### config.mk
export PLATFORM = sky130hd
export DESIGN_NAME = tiamc1_rom_loader
export DESIGN_NICKNAME = d
export VERILOG_FILES = /design/src/rtl/tiamc1_rom_loader.sv
export SDC_FILE = /design/constraint.sdc
export NUM_CORES = 1
export LEC_CHECK = 0
export CORE_MARGIN = 2
export CORE_UTILIZATION = 45
export CTS_CLUSTER_DIAMETER = 150
export CTS_CLUSTER_SIZE = 10
export DETAILED_ROUTE_END_ITERATION = 7
export PLACE_DENSITY = 0.83
export SYNTH_ARGS = -nofsm -noshare
export SYNTH_HDL_FRONTEND = slang
export SYNTH_SLANG_ARGS = --single-unit
export TNS_END_PERCENT = 100
### constraint.sdc
create_clock -name clk_sys -period 2.8 [get_ports clk_sys]
set_clock_uncertainty 0.1 [all_clocks]
set_input_delay 0.42 -clock clk_sys [delete_from_list [all_inputs] [get_ports clk_sys]]
set_output_delay 0.42 -clock clk_sys [all_outputs]
set_load 0.02 [all_outputs]
### src/rtl/tiamc1_rom_loader.sv
// TIA-MC1 ROM download sequencer and shared ROM port arbiter (clk_sys domain).
// Optional: define TIAMC1_ROM_CHECKSUM_EN to add the rom_sum download checksum output.
module tiamc1_rom_loader #(
    parameter logic [19:0] PROG_SIZE   = 20'h0E000,
    parameter logic [19:0] GFX_BASE    = 20'h10000,
    parameter logic [19:0] GFX_SIZE    = 20'h08000,
    parameter logic [15:0] HOLD_CYCLES = 16'd1024
) (
    input  logic        clk_sys,
    input  logic        reset_n,
    input  logic        ioctl_download,
    input  logic [7:0]  dn_index,
    input  logic [19:0] dn_addr,
    input  logic [7:0]  dn_data,
    input  logic        dn_wr,
    input  logic        cpu_req,
    input  logic        cpu_sel,
    input  logic [15:0] cpu_addr,
    output logic        cpu_ack,
    output logic [7:0]  cpu_rdata,
    output logic [16:0] mem_addr,
    output logic        mem_we,
    output logic [7:0]  mem_din,
    input  logic [7:0]  mem_dout,
    output logic        core_reset,
    output logic [7:0]  tno,
    output logic        bad_addr
`ifdef TIAMC1_ROM_CHECKSUM_EN
    ,
    output logic [15:0] rom_sum
`endif
);

    localparam logic [20:0] GFX_END = {1'b0, GFX_BASE} + {1'b0, GFX_SIZE};

    typedef enum logic [1:0] {
        ST_IDLE,
        ST_LOAD,
        ST_HOLD
    } state_t;

    state_t      state;
    state_t      state_nxt;
    logic [15:0] hold_cnt;
    logic [15:0] hold_cnt_nxt;
    logic        load_entry;
    logic        dl_q;
    logic        dl_rise;
    logic        dl_fall;

    logic        rom_wr;
    logic        in_prog;
    logic        in_gfx;
    logic        wr_accept;
    logic        wr_drop;
    logic [16:0] gfx_off;
    logic [16:0] wr_addr;

    logic        wb_valid;
    logic [16:0] wb_addr;
    logic [7:0]  wb_data;

    logic        rd_issue;
    logic        rd_p1;
    logic [16:0] rd_addr;

    assign dl_rise = ioctl_download & ~dl_q;
    assign dl_fall = ~ioctl_download & dl_q;

    always_ff @(posedge clk_sys or negedge reset_n) begin
        if (!reset_n) begin
            state    <= ST_IDLE;
            hold_cnt <= HOLD_CYCLES;
            dl_q     <= 1'b0;
        end else begin
            state    <= state_nxt;
            hold_cnt <= hold_cnt_nxt;
            dl_q     <= ioctl_download;
        end
    end

    // The IDLE countdown covers the post-reset hold; HOLD covers the post-download hold.
    always_comb begin
        state_nxt    = state;
        hold_cnt_nxt = hold_cnt;
        load_entry   = 1'b0;
        case (state)
            ST_IDLE: begin
                if (hold_cnt != 16'd0)
                    hold_cnt_nxt = hold_cnt - 16'd1;
                if (ioctl_download && dn_index == 8'd0) begin
                    state_nxt  = ST_LOAD;
                    load_entry = 1'b1;
                end
            end
            ST_LOAD: begin
                if (dl_fall) begin
                    state_nxt    = ST_HOLD;
                    hold_cnt_nxt = HOLD_CYCLES;
                end
            end
            ST_HOLD: begin
                if (dl_rise) begin
                    state_nxt    = ST_LOAD;
                    hold_cnt_nxt = HOLD_CYCLES;
                    load_entry   = 1'b1;
                end else if (hold_cnt <= 16'd1) begin
                    state_nxt    = ST_IDLE;
                    hold_cnt_nxt = 16'd0;
                end else begin
                    hold_cnt_nxt = hold_cnt - 16'd1;
                end
            end
            default: state_nxt = ST_IDLE;
        endcase
    end

    assign core_reset = (state != ST_IDLE) || (hold_cnt != 16'd0);

    assign rom_wr    = dn_wr && dn_index == 8'd0;
    assign in_prog   = dn_addr < PROG_SIZE;
    assign in_gfx    = ({1'b0, dn_addr} >= {1'b0, GFX_BASE}) && ({1'b0, dn_addr} < GFX_END);
    assign wr_accept = rom_wr & (in_prog | in_gfx);
    assign wr_drop   = rom_wr & ~(in_prog | in_gfx);
    assign gfx_off   = dn_addr[16:0] - GFX_BASE[16:0] + PROG_SIZE[16:0];
    assign wr_addr   = in_prog ? dn_addr[16:0] : gfx_off;

    // A buffered write always owns the next cycle; reads wait behind any pending write.
    assign rd_issue = cpu_req & ~wb_valid & ~wr_accept & ~rd_p1 & ~cpu_ack;
    assign rd_addr  = cpu_sel ? (PROG_SIZE[16:0] + {1'b0, cpu_addr}) : {1'b0, cpu_addr};

    assign mem_we   = wb_valid;
    assign mem_din  = wb_data;
    assign mem_addr = wb_valid ? wb_addr : rd_addr;

    always_ff @(posedge clk_sys or negedge reset_n) begin
        if (!reset_n) begin
            wb_valid  <= 1'b0;
            wb_addr   <= 17'd0;
            wb_data   <= 8'd0;
            rd_p1     <= 1'b0;
            cpu_ack   <= 1'b0;
            cpu_rdata <= 8'd0;
            tno       <= 8'd0;
            bad_addr  <= 1'b0;
        end else begin
            wb_valid <= wr_accept;
            if (wr_accept) begin
                wb_addr <= wr_addr;
                wb_data <= dn_data;
            end
            rd_p1   <= rd_issue;
            cpu_ack <= rd_p1;
            if (rd_p1)
                cpu_rdata <= mem_dout;
            if (dn_wr && dn_index == 8'd1)
                tno <= dn_data;
            if (load_entry)
                bad_addr <= 1'b0;
            if (wr_drop)
                bad_addr <= 1'b1;
        end
    end

`ifdef TIAMC1_ROM_CHECKSUM_EN
    always_ff @(posedge clk_sys or negedge reset_n) begin
        if (!reset_n)
            rom_sum <= 16'd0;
        else
            rom_sum <= (load_entry ? 16'd0 : rom_sum) + (wr_accept ? {8'd0, dn_data} : 16'd0);
    end
`endif

endmodule

Word-level counts from Yosys, hierarchy flattened --
Cells that the tools add are included.
Word-level totals: flip-flop bits (word level) 64, output and inout bits 45, bits of input ports 66, logic and storage cells 73
Cells by class: multiplexer cells 18, bitwise gates (word level) 16, add/subtract/negate cells 4, equal/unequal tests 7, $lt $le $gt $ge 4, reductions and logical operators 13
Operators with widths (number):
- 2-to-1 mux 16 bit | 4
- 2-to-1 mux 17 bit | 3
- case mux 16 bit (3 select lines) | 1
- >= comparator 20 x 17 -> 1 bit (second input constant) | 1
- less-than comparator 20 x 16 -> 1 bit (second input constant) | 1
- less-than comparator 20 x 17 -> 1 bit (second input constant) | 1
- adder 16 x 16 -> 17 bit (first input constant) | 1
- adder 17 x 16 -> 17 bit (second input constant) | 1
- subtractor 17 bit (second input constant) | 1
- <= comparator 16 x 1 -> 1 bit (second input constant) | 1
- nonzero test 16 bit | 1
- subtractor 16 x 1 -> 16 bit (second input constant) | 1
- bitwise AND 1 bit | 8
- equality test 8 x 1 -> 1 bit (second input constant) | 1
- logical NOT 8 bit | 1
- 2-to-1 mux 2 bit | 4
- NOT 1 bit | 7
- != test 2 bit (second input constant) | 3
- case mux 2 bit (3 select lines) | 1
- AND reduction 3 bit | 2
- logical AND 1 bit | 4
- 2-to-1 mux 1 bit | 4
- nonzero test 2 bit | 2
- != test 3 bit (second input constant) | 1
- 7 further kinds | 7

Longest topological paths before layout --
Gate-level depths: netlist of the first run.
depth after elaboration 8, gate-level depth with buffers 8, gate-level depth less buffers 7

Worst setup path after synthesis of the first run --
Ideal clock, no wire load.
path type in2reg, start in dn_index[5], end reg wb_addr[10], path slack 811 ps, arrival 1762 ps, buffers on the path 2, required time 2573 ps, setup time 127 ps, stages on the path 6, cells stage by stage nor4_1 and3b_1 and3_1 buf_4 buf_4 mux2_1
On the way: longest elaborated chain between the ends 3
RTL lines:
- start: declaration | RTL line 12 | input logic [7:0] dn_index,
- logical NOT 8 bit | RTL line 120 | assign rom_wr = dn_wr && dn_index == 8'd0;
- logical AND 1 bit | RTL line 120
- bitwise AND 1 bit | RTL line 123 | assign wr_accept = rom_wr & (in_prog | in_gfx);
- end signal: assignment | RTL line 149 | wb_addr <= wr_addr;
- end: declaration | RTL line 60 | logic [16:0] wb_addr;
Every way passes these cells. A chain may end at the register's enable or synchronous reset.

Final worst setup path of the first run --
start reg wb_valid (netlist: mem_we), end out mem_addr[3]
On the way: longest elaborated chain between the ends 1
RTL lines:
- start: declaration | RTL line 59 | logic wb_valid;
- start signal: assignment | RTL line 147 | wb_valid <= wr_accept;
- 2-to-1 mux 17 bit | RTL line 134 | assign mem_addr = wb_valid ? wb_addr : rd_addr;
- end: declaration | RTL line 21 | output logic [16:0] mem_addr,
Every way passes these cells.

==> results.txt, run 1 <==
Antenna Nets Post-Route: 0
Critical path cell sequence: mux2_2 > clkdlybuf4s50_1
Fin crit share: 94.66%
Layout cell share with drive strength beyond 1: 19.17%
Initial core utilization: 45.84%
Async SR Flop Fraction: 100.0%
Util after Layout: 66.26%
CP Capture Type: primary output
Area occupied by multi-input gates: 1599 um^2
H-tree lvl count: 3
Core area: 7176 um^2
Overall Global Routing Usage: 20.17%
Synthesized area per cell: 11.34 um^2
First-pass GRT wire length: 12380 um
Count leader, synth: dfrtp_1
Root buf cell: clkbuf_8
Post-DP Area: 4529 um^2
Die Y: 89.50 um
Port Buffers: 110
Syn_nets: 365
Clock Pin Slew Worst Setup and Hold Paths: 0.07 ns
WHS: 0.04139 ns
Placed Cells: 495
Vias: 2677
Area share of the largest cell type after synthesis: 47.93%
Final setup viols: 0
Vias in the first global route: 2600
Hold crit path type: in2async
Synthesized area: 3289 um^2
Post CTS Setup Buffer Count: 0
LEAKAGE: 2.090 nW
Die W: 89.50 um
Outcome: finished, final reports clean
Post-Layout Inst Area: 4755 um^2
Fmax: 0.3773 GHz
Number of CTS-inserted buffers: 9
Worst-Margin Slew: 0.7522 ns
Peak supply drop: 0.4424 mV
Synth-to-Final Area Change: 44.54%
Total Routed Length: 8045 um
Slew margin rel.: 49.85%
Post-route DRC: 0
Initial antenna violation count: 0
Pre-CTS setup slack: 0.03895 ns
Drt wl/cell: 15.74 um
EDFF count, synth: 0
Pwr Total: 3.495 mW
Ranking of synthesized cells by area: dfrtp_1 48%, mux2_2 17%, xor2_1 3.7%
Final Hold Fails: 0
Congestion Overflow GR: 0
Yosys top cell by area: dfrtp_1
Top FF cell, synth: dfrtp_1
# IOs: 111
Antenna Cells: 0
Register Area: 1603 um^2
TritonCTS clock tree: done
# rows: 31
Die area: 8009 um^2
Worst Path Max Fanout: 23
Final Wtd Congestion: 0.8830
Non-filler cells in the finished layout: 511
Power per cell area: 735.2 nW/um^2
Slowest cell on the critical path: dfrtp_1
Tmin final: 2.651 ns
DR vias/cell: 5.239
Largest net degree at the start of global routing: 34
Fill count: 544
Router iterations before antenna repair: 4
Data required, critical path: 2.28 ns
Synth warnings: 0
Top cells by count, synth: 63 x dfrtp_1, 49 x mux2_2, 19 x a21oi_1, 19 x nand2_1, 14 x xor2_1
Unrepaired setup endpoints after global routing: no
Setup WS post-layout: 0.1494 ns
Post-Synthesis Cells: 290
CP startpoint kind: register
Worst setup path class: reg2out
Sink Count: 64
HPWL Detailed: 5934 um
TNS Setup: 0 ns
Starting DRT DRC Count: 170
Crit path DAT: 2.13 ns
Yosys reg bits: 64
Nets: 482
Slew Viols, Final: 0
Synth cell types: 46
CP peak stage delay: 0.83 ns
Worst-case clock buffer depth: 2
Clk_lat worst skew: 0.34 ns
Seq/Total Area, Yosys: 48.73%
Max-Cap Viols: 0
## timing repair
action | 4_1_cts | 5_1_grt
endpoints found under the hold margin | 0 | 0
endpoints found under the setup margin | 0 | 2
hold buffers | 0 | 0
gates resized for setup | 0 | 2
## registers in the layout, summed over array words and instances (netlist names)
signal,flops
bad_addr,1
state,2
tno,8
mem_din,8
mem_we,1
cpu_rdata,8
wb_addr,17
cpu_ack,1
hold_cnt,16
rd_p1,1
dl_q,1
## cells by family after synthesis
logic type               synth area share (%)
AO/OA/AOI/OAI                           9.585
flip-flops                              48.73
multiplexers                            17.80
buffers and inverters                   2.662
adder cells (fa/ha/maj)                 3.423
AND/OR/NAND/NOR                         13.81
XOR/XNOR                                3.994
## where the power goes
part           leakage [nW]  internal, mW  switching (mW)
Combinational          1.13         0.620           0.773
Sequential            0.854          1.07           0.144
Clock                 0.103         0.506           0.382
Total                  2.09          2.20            1.30
## worst paths after layout
| kind | slack (ns) | cells after the start | from | end |
|---|---|---|---|---|
| max | 0.15 | 2 | mem_we$_DFF_PN0_ | mem_addr[3] |
| min | 0.04 | 1 | reset_n | hold_cnt[2]$_DFFE_PN0P_ |
| max reg2reg | 0.60 | 7 | state[0]$_DFFE_PN0P_ | hold_cnt[15]$_DFFE_PN0P_ |
| min reg2reg | 0.34 | 1 | cpu_ack$_DFF_PN0_ | rd_p1$_DFF_PN0_ |
| max in group asynchronous | 1.93 | 2 | reset_n | wb_addr[5]$_DFFE_PN0P_ |
| min in group clk_sys | 0.34 | 1 | cpu_ack$_DFF_PN0_ | rd_p1$_DFF_PN0_ |
## critical path: cells and delay by family, from the launching register on
kind	cells	cell delay [ns]
flops	1	0.83
buf+inv	1	0.55
mux	1	0.41
## placed cells by master (no fill, tap or decap), types with 4 or more instances in the layout
cell	synthesis	final
a21oi_1	19	19
buf_4	2	4
clkbuf_8	0	9
clkdlybuf4s50_1	0	107
dfrtp_1	63	63
ha_1	9	9
inv_1	10	10
mux2_2	49	49
nand2_1	19	19
nand3_1	10	10
nand4_1	5	5
nor2_1	10	10
nor3_1	6	6
nor4_1	7	7
o21ai_0	8	8
or3_1	4	4
xor2_1	14	14
## layer usage
metal / up-vias / wire length (um) / part of all wire, % / GRT usage [%]
met1: 1276 / 3520 / 44 / 25.04
met5: - / 0 / 0 / 0
met2: 100 / 3777 / 47 / 33.47
li1: 1293 / - / - / -
met4: 0 / 75 / 0.93 / 6.784
met3: 8 / 671 / 8.3 / 6.279
## area by class of cell
type,instances,share of cell area [%]
timing repair buffer,116,24.63
inverter,10,0.7895
sequential,64,33.71
clock inverter,6,1.947
clock buffer,10,2.684
tap,99,2.605
multi-input combinational,206,33.63
(Power assumes the default switching activity.)
==> run 2, diff against run 1 <==
--- a/config.mk
+++ b/config.mk
@@ -5,12 +5,14 @@
 export SDC_FILE = /design/constraint.sdc
 export NUM_CORES = 1
 export LEC_CHECK = 0
+export ABC_AREA = 1
 export CORE_MARGIN = 2
 export CORE_UTILIZATION = 45
 export CTS_CLUSTER_DIAMETER = 150
 export CTS_CLUSTER_SIZE = 10
 export DETAILED_ROUTE_END_ITERATION = 7
-export PLACE_DENSITY = 0.83
+export GPL_ROUTABILITY_DRIVEN = 0
+export PLACE_DENSITY = 0.82
 export SYNTH_ARGS = -nofsm -noshare
 export SYNTH_HDL_FRONTEND = slang
 export SYNTH_SLANG_ARGS = --single-unit
==> run 2 against run 1 <==
Design area up 3.1%. Sequential power barely moved. Highest routed layer unchanged. Critical path type is now in2out. Routed wire length grew 6.8%. Global-route usage grew 1.8 points. Sequential share of layout area decreased by 1.0 points. First-iteration DRC count decreased by 28%.
==> results.txt, run 2 <==
H-tree lvl count: 3 (unchanged)
Psw: 1.554 mW (+20%)
Synthesized area: 3491 um^2 (+6.1%)
Synth cell types: 40 (-13%)
DR vias/cell: 4.914 (-6.2%)
Drt wl/cell: 13.04 um (-17%)
Hold crit path type: in2async
Clk_lat worst skew: 0.34 ns (about the same)
Synth warnings: 0 (unchanged)
Fin crit share: 95.52% (+0.85 points)
LEAKAGE: 2.365 nW (+13%)
Count leader, synth: nand2_1
Flop pwr share: 32.9% (-1.8 points)
Port Buffers: 110 (unchanged)
Seq/Total Area, Yosys: 45.91% (-2.8 points)
Resize count post-CTS: 0 (unchanged)
Crit path DAT: 2.15 ns (+0.02 ns)
Switching Fraction: 42.02% (+4.8 points)
Root buf cell: clkbuf_8
Congestion Overflow GR: 0 (unchanged)
Synthesized area per cell: 8.025 um^2 (-29%)
Biggest register: wb_addr
Unrepaired setup endpoints after global routing: no
Async SR Flop Fraction: 100.0% (unchanged)
Number of CTS-inserted buffers: 9 (unchanged)
Largest net degree at the start of global routing: 37 (+8.8%)
Commonest non-fill, non-tap cell in the layout: nand2_1
Post-DP Area: 4707 um^2 (+3.9%)
Yosys reg bits: 64 (unchanged)
Pint: 2.145 mW (-2.3%)
TritonCTS clock tree: done
Total Routed Length: 8591 um (+6.8%)
# IOs: 111 (unchanged)
Area share of the largest cell type after synthesis: 45.16% (-2.8 points)
Pwr Total: 3.700 mW (+5.8%)
CP peak stage delay: 0.62 ns (-0.21 ns)
# rows: 32 (+3.2%)
Initial antenna violation count: 0 (unchanged)
Most frequent CP cell: clkdlybuf4s50_1
Antenna Cells: 0 (unchanged)
Yosys top cell by area: dfrtp_1
Cts hold-fix bufs: 0 (unchanged)
Max-Cap Viols: 0 (unchanged)
Power per cell area: 754.7 nW/um^2 (+2.7%)
Slowest cell on the critical path: clkdlybuf4s50_1
Outcome: finished, final reports clean
Max reg flops: 17 (unchanged)
TNS Setup: 0 ns (unchanged)
CP top delay family: buffers and inverters
Synth-to-Final Area Change: 40.43%
Clock share of power: 21.2% (-4.2 points)
Core area: 7607 um^2 (+6.0%)
EDFF count, synth: 0 (unchanged)
Die Y: 92.08 um (+2.9%)
Post-Synthesis Cells: 435 (+50%)
Worst-Margin Slew: 0.8117 ns (+0.05943 ns)
Post CTS Setup Buffer Count: 0 (unchanged)
Final setup viols: 0 (unchanged)
Nets: 627 (+30%)
Clock Pin Slew Worst Setup and Hold Paths: 0.07 ns (about the same)
Slew Viols, Final: 0 (unchanged)
Die W: 92.08 um (+2.9%)
Most frequent cells in the layout: 169 x nand2_1, 109 x clkdlybuf4s50_1, 63 x dfrtp_1, 36 x inv_1, 32 x nor2_1
FF-to-FF path depth: 11 (+4)
Tmin final: 2.674 ns (+0.02381 ns)
Fill count: 641 (+18%)
Post-route DRC: 0 (unchanged)
Worst Path Max Fanout: 3 (-87%)
Starting DRT DRC Count: 123 (-28%)
Ranking of synthesized cells by area: dfrtp_1 45%, nand2_1 18%, o21ai_0 4.0%
Fmax: 0.3739 GHz (-0.89%)
Layout cell share with drive strength beyond 1: 11.67% (-7.5 points)
Vias in the first global route: 3324 (+28%)
Antenna Nets Post-Route: 0 (unchanged)
Top FF cell, synth: dfrtp_1
First-pass GRT wire length: 14920 um (+21%)
Top cells by count, synth: 169 x nand2_1, 63 x dfrtp_1, 36 x inv_1, 32 x nor2_1, 28 x o21ai_0
Comb pwr share: 45.9% (+6.0 points)
Die area: 8478 um^2 (+5.8%)
WP depth: 7 (+5)
Buffers and inverters on the worst path: 3 (+2)
Final Hold Fails: 0 (unchanged)
Syn_nets: 510 (+40%)
Slew margin rel.: 45.89% (-4.0 points)
CP startpoint kind: input port
Data required, critical path: 2.28 ns (about the same)
Post-Layout Inst Area: 4902 um^2 (+3.1%)
Worst setup path class: in2out
Sink Count: 64 (unchanged)
Worst-case clock buffer depth: 2 (unchanged)
Overall Global Routing Usage: 21.93% (+1.8 points)
Peak supply drop: 0.3949 mV (-11%)
Regs by FF count: wb_addr x17, hold_cnt x16
Initial core utilization: 45.89% (+0.047 points)
Router iterations before antenna repair: 4 (unchanged)
Critical path cell sequence: clkdlybuf4s50_1 > inv_1 > ha_1 > nand2_1 > o211ai_1 > o21ai_0 > clkdlybuf4s50_1
CP Capture Type: primary output
Vias: 3238 (+21%)
HPWL Detailed: 6580 um (+11%)
run 2: cell count changes in the layout (fill, tap and decap cells not counted), sizes merged, moves of 4 or more:
cell    delta
xor2       -9
a21oi     -12
mux2      -44
nand2    +154
nor3       -5
or3        -4
inv       +30
nor2      +34
nor4       -7
nand3      +9
clkinv     +4
o21ai     +22
run 2: cells by family after synthesis:
| family | count (synthesis) | synth area share [%] |
|---|---|---|
| flops | 64 | 45.91 |
| xor+xnor | 7 | 1.756 |
| buf+inv | 49 | 5.591 |
| simple gates | 251 | 33.26 |
| mux | 8 | 2.581 |
| compound gates | 47 | 7.670 |
| fa+ha+maj | 9 | 3.226 |
run 2: power groups by stage:
stage,clock [mW],combinational (mW),sequential (mW)
final,0.784,1.70,1.22
after global routing,0.855,1.91,1.24
after CTS,0.807,1.71,1.21
after detailed placement,0,1.70,1.23
after global placement,0,1.66,1.22
after floorplan,0,1.20,1.24
run 2: layout make-up:
type / count / area (um^2) / area share, %
multi-input combinational: 322 / 1693 / 34.53
sequential: 64 / 1603 / 32.70
timing repair buffer: 115 / 1134 / 23.12
inverter: 40 / 150.1 / 3.063
tap: 102 / 127.6 / 2.603
clock buffer: 9 / 123.9 / 2.527
clock inverter: 7 / 71.32 / 1.455
run 2: per-stage QoR:
step / utilization (%) / setup WS [ns] / instances / hold slack, ns
after global routing: 64.44 / 0.01883 / 659 / 0.1181
final: 64.44 / 0.1256 / 659 / 0.06565
after detailed placement: 61.88 / 0.1304 / 643 / 0.3309
after global placement: 61.88 / 0.1556 / 643 / 0.3148
after floorplan: - / 1.032 / 435 / 0.02441
after CTS: 64.44 / 0.1254 / 659 / 0.09138
run 2: final timing paths:
kind	start	endpoint	slack, ns
max	cpu_addr[13]	mem_addr[14]	0.13
min	reset_n	hold_cnt[6]$_DFFE_PN0P_	0.07
max reg2reg	hold_cnt[0]$_DFFE_PN0P_	hold_cnt[4]$_DFFE_PN0P_	0.86
min reg2reg	cpu_ack$_DFF_PN0_	rd_p1$_DFF_PN0_	0.32
max in group asynchronous	reset_n	mem_din[3]$_DFFE_PN0P_	1.83
min in group clk_sys	cpu_ack$_DFF_PN0_	rd_p1$_DFF_PN0_	0.32
run 2: layer usage:
layer / track usage (%) / share of wire [%] / up-vias
met5: 0 / 0 / -
met4: 8.706 / 1.7 / 0
met3: 5.916 / 6.8 / 12
met2: 36.15 / 49 / 98
met1: 27.46 / 43 / 1514
li1: - / - / 1614
==> run 3, diff against run 2 <==
--- a/config.mk
+++ b/config.mk
@@ -7,12 +7,12 @@
 export LEC_CHECK = 0
 export ABC_AREA = 1
 export CORE_MARGIN = 2
-export CORE_UTILIZATION = 45
+export CORE_UTILIZATION = 50
 export CTS_CLUSTER_DIAMETER = 150
 export CTS_CLUSTER_SIZE = 10
 export DETAILED_ROUTE_END_ITERATION = 7
 export GPL_ROUTABILITY_DRIVEN = 0
-export PLACE_DENSITY = 0.82
+export PLACE_DENSITY = 0.89
 export SYNTH_ARGS = -nofsm -noshare
 export SYNTH_HDL_FRONTEND = slang
 export SYNTH_SLANG_ARGS = --single-unit
==> run 3 against run 2 <==
Clock power is 6.8% higher. Fmax is 0.56% lower. Global-route usage up 3.0 points. Critical endpoint unchanged. Non-clock buffer count fell by 1. Sequential power barely moved. Combinational power hardly changed. Worst setup slack got worse by 0.015 ns. Hold slack got worse by 0.029 ns. Flip-flop and latch count stayed put. Count of clock-buffer cells in the layout rose by 3. Die area is 9.6% lower.
==> results.txt, run 3 (synthesized netlist as in run 2, its figures left out) <==
Die Y: 87.56 um (-4.9%)
Congestion Overflow GR: 0 (unchanged)
# IOs: 111 (unchanged)
Router iterations before antenna repair: 4 (unchanged)
Clk_lat worst skew: 0.33 ns (about the same)
Most frequent CP cell: clkdlybuf4s50_1
Vias in the first global route: 3278 (-1.4%)
Util after Layout: 72.54% (+8.1 points)
Slowest cell on the critical path: clkdlybuf4s50_1
CP startpoint kind: input port
Synth-to-Final Area Change: 40.39% (about the same)
Setup WS post-layout: 0.1104 ns (-0.01515 ns)
Max-Cap Viols: 0 (unchanged)
Total Routed Length: 9002 um (+4.8%)
Final Hold Fails: 0 (unchanged)
Max reg flops: 17 (unchanged)
Final setup viols: 0 (unchanged)
Sink Count: 64 (unchanged)
Non-filler cells in the finished layout: 636 (-3.5%)
Post-DP Area: 4684 um^2 (-0.48%)
Buffers and inverters on the worst path: 3 (unchanged)
Initial antenna violation count: 0 (unchanged)
Root buf cell: clkbuf_8
Layout cell share with drive strength beyond 1: 11.51% (-0.16 points)
Fin crit share: 96.06% (+0.54 points)
Crit path DAT: 2.17 ns (+0.02 ns)
Fmax: 0.3718 GHz (-0.56%)
Max Used Layer: met4
TNS Setup: 0 ns (unchanged)
Vias: 3308 (+2.2%)
Worst-case clock buffer depth: 2 (unchanged)
H-tree lvl count: 3 (unchanged)
Pre-CTS setup slack: 0.1236 ns (-0.006845 ns)
Resize count post-CTS: 0 (unchanged)
Most frequent cells in the layout: 169 x nand2_1, 109 x clkdlybuf4s50_1, 63 x dfrtp_1, 36 x inv_1, 32 x nor2_1
Antenna Nets Post-Route: 0 (unchanged)
Clock Pin Slew Worst Setup and Hold Paths: 0.07 ns (about the same)
Slew Viols, Final: 0 (unchanged)
Worst Path Max Fanout: 3 (unchanged)
WL met1: 3593 um (-1.9%)
Worst setup path class: in2out
CP peak stage delay: 0.63 ns (about the same)
LEAKAGE: 2.370 nW (+0.21%)
Unrepaired setup endpoints after global routing: no
TritonCTS clock tree: done
Regs by FF count: wb_addr x17, hold_cnt x16
Drt wl/cell: 14.15 um (+8.6%)
Hold crit path type: in2async
Antenna Cells: 0 (unchanged)
Commonest non-fill, non-tap cell in the layout: nand2_1
Placed Cells: 620 (-3.6%)
CP top delay family: buffers and inverters
Met2 wire length: 4533 um (+8.2%)
Worst-Margin Slew: 0.7322 ns (-0.07948 ns)
Tmin final: 2.690 ns (+0.01515 ns)
Die area: 7666 um^2 (-9.6%)
Met3 wire len: 663 um (+13%)
WHS: 0.03712 ns (-0.02853 ns)
FF-to-FF path depth: 9 (-2)
Die W: 87.56 um (-4.9%)
Biggest register: wb_addr
Port Buffers: 110 (unchanged)
Peak supply drop: 0.5304 mV (+34%)
Power per cell area: 770.8 nW/um^2 (+2.1%)
Overall Global Routing Usage: 24.93% (+3.0 points)
First-pass GRT wire length: 14770 um (-1.0%)
# rows: 30 (-6.3%)
Largest net degree at the start of global routing: 35 (-5.4%)
HPWL Detailed: 6639 um (+0.89%)
Data required, critical path: 2.28 ns (about the same)
Slew margin rel.: 51.19% (+5.3 points)
DR vias/cell: 5.201 (+5.9%)
Pwr Total: 3.778 mW (+2.1%)
Cts hold-fix bufs: 0 (unchanged)
Fill count: 477 (-26%)
Post CTS Setup Buffer Count: 0 (unchanged)
Initial core utilization: 51.67% (+5.8 points)
Post-route DRC: 0 (unchanged)
Outcome: finished, final reports clean
Critical path cell sequence: clkdlybuf4s50_1 > inv_1 > ha_1 > nand2_1 > o211ai_1 > o21ai_0 > clkdlybuf4s50_1
Post-Layout Inst Area: 4901 um^2 (about the same)
Nets: 626 (-0.16%)
Starting DRT DRC Count: 151 (+23%)
CP Capture Type: primary output
Core area: 6756 um^2 (-11%)
Number of CTS-inserted buffers: 9 (unchanged)
WP depth: 7 (unchanged)
[run 3: metal layers]
metal | vias up | global-route usage, %
met5 | - | 0
met4 | 0 | 10.21
met3 | 19 | 7.917
met2 | 123 | 42.77
met1 | 1547 | 28.91
li1 | 1619 | -
[run 3: where the power goes]
group,switching (mW),internal [mW]
combinational,1.06,0.658
sequential,0.141,1.08
clock,0.353,0.484
total,1.56,2.22
[run 3: final cells by class]
cell class,count,area [um^2],share of cell area [%]
clock inverter,4,51.30,1.047
sequential,64,1603,32.70
timing repair buffer,114,1139,23.23
multi-input combinational,322,1693,34.54
inverter,40,150.1,3.064
clock buffer,12,165.2,3.370
tap,80,100.1,2.042
[run 3: path summary, 6_finish.rpt]
kind                                       endpoint  slack (ns)            startpoint
setup / recovery                       mem_addr[14]        0.11          cpu_addr[13]
hold / removal             hold_cnt[14]$_DFFE_PN0P_        0.04               reset_n
setup reg to reg            hold_cnt[4]$_DFFE_PN0P_        0.81  state[1]$_DFFE_PN0P_
hold reg to reg                     rd_p1$_DFF_PN0_        0.36     cpu_ack$_DFF_PN0_
max in group asynchronous  hold_cnt[10]$_DFFE_PN1P_        1.86               reset_n
min in group clk_sys                rd_p1$_DFF_PN0_        0.36     cpu_ack$_DFF_PN0_
[run 3: worst reg2reg max path: cells and delay by family (launching register included)]
kind	cells	cell delay, ns
buffers and inverters	3	0.29
and+or+nand+nor	5	0.68
DFF	1	0.41
adders and majority gates	1	0.41
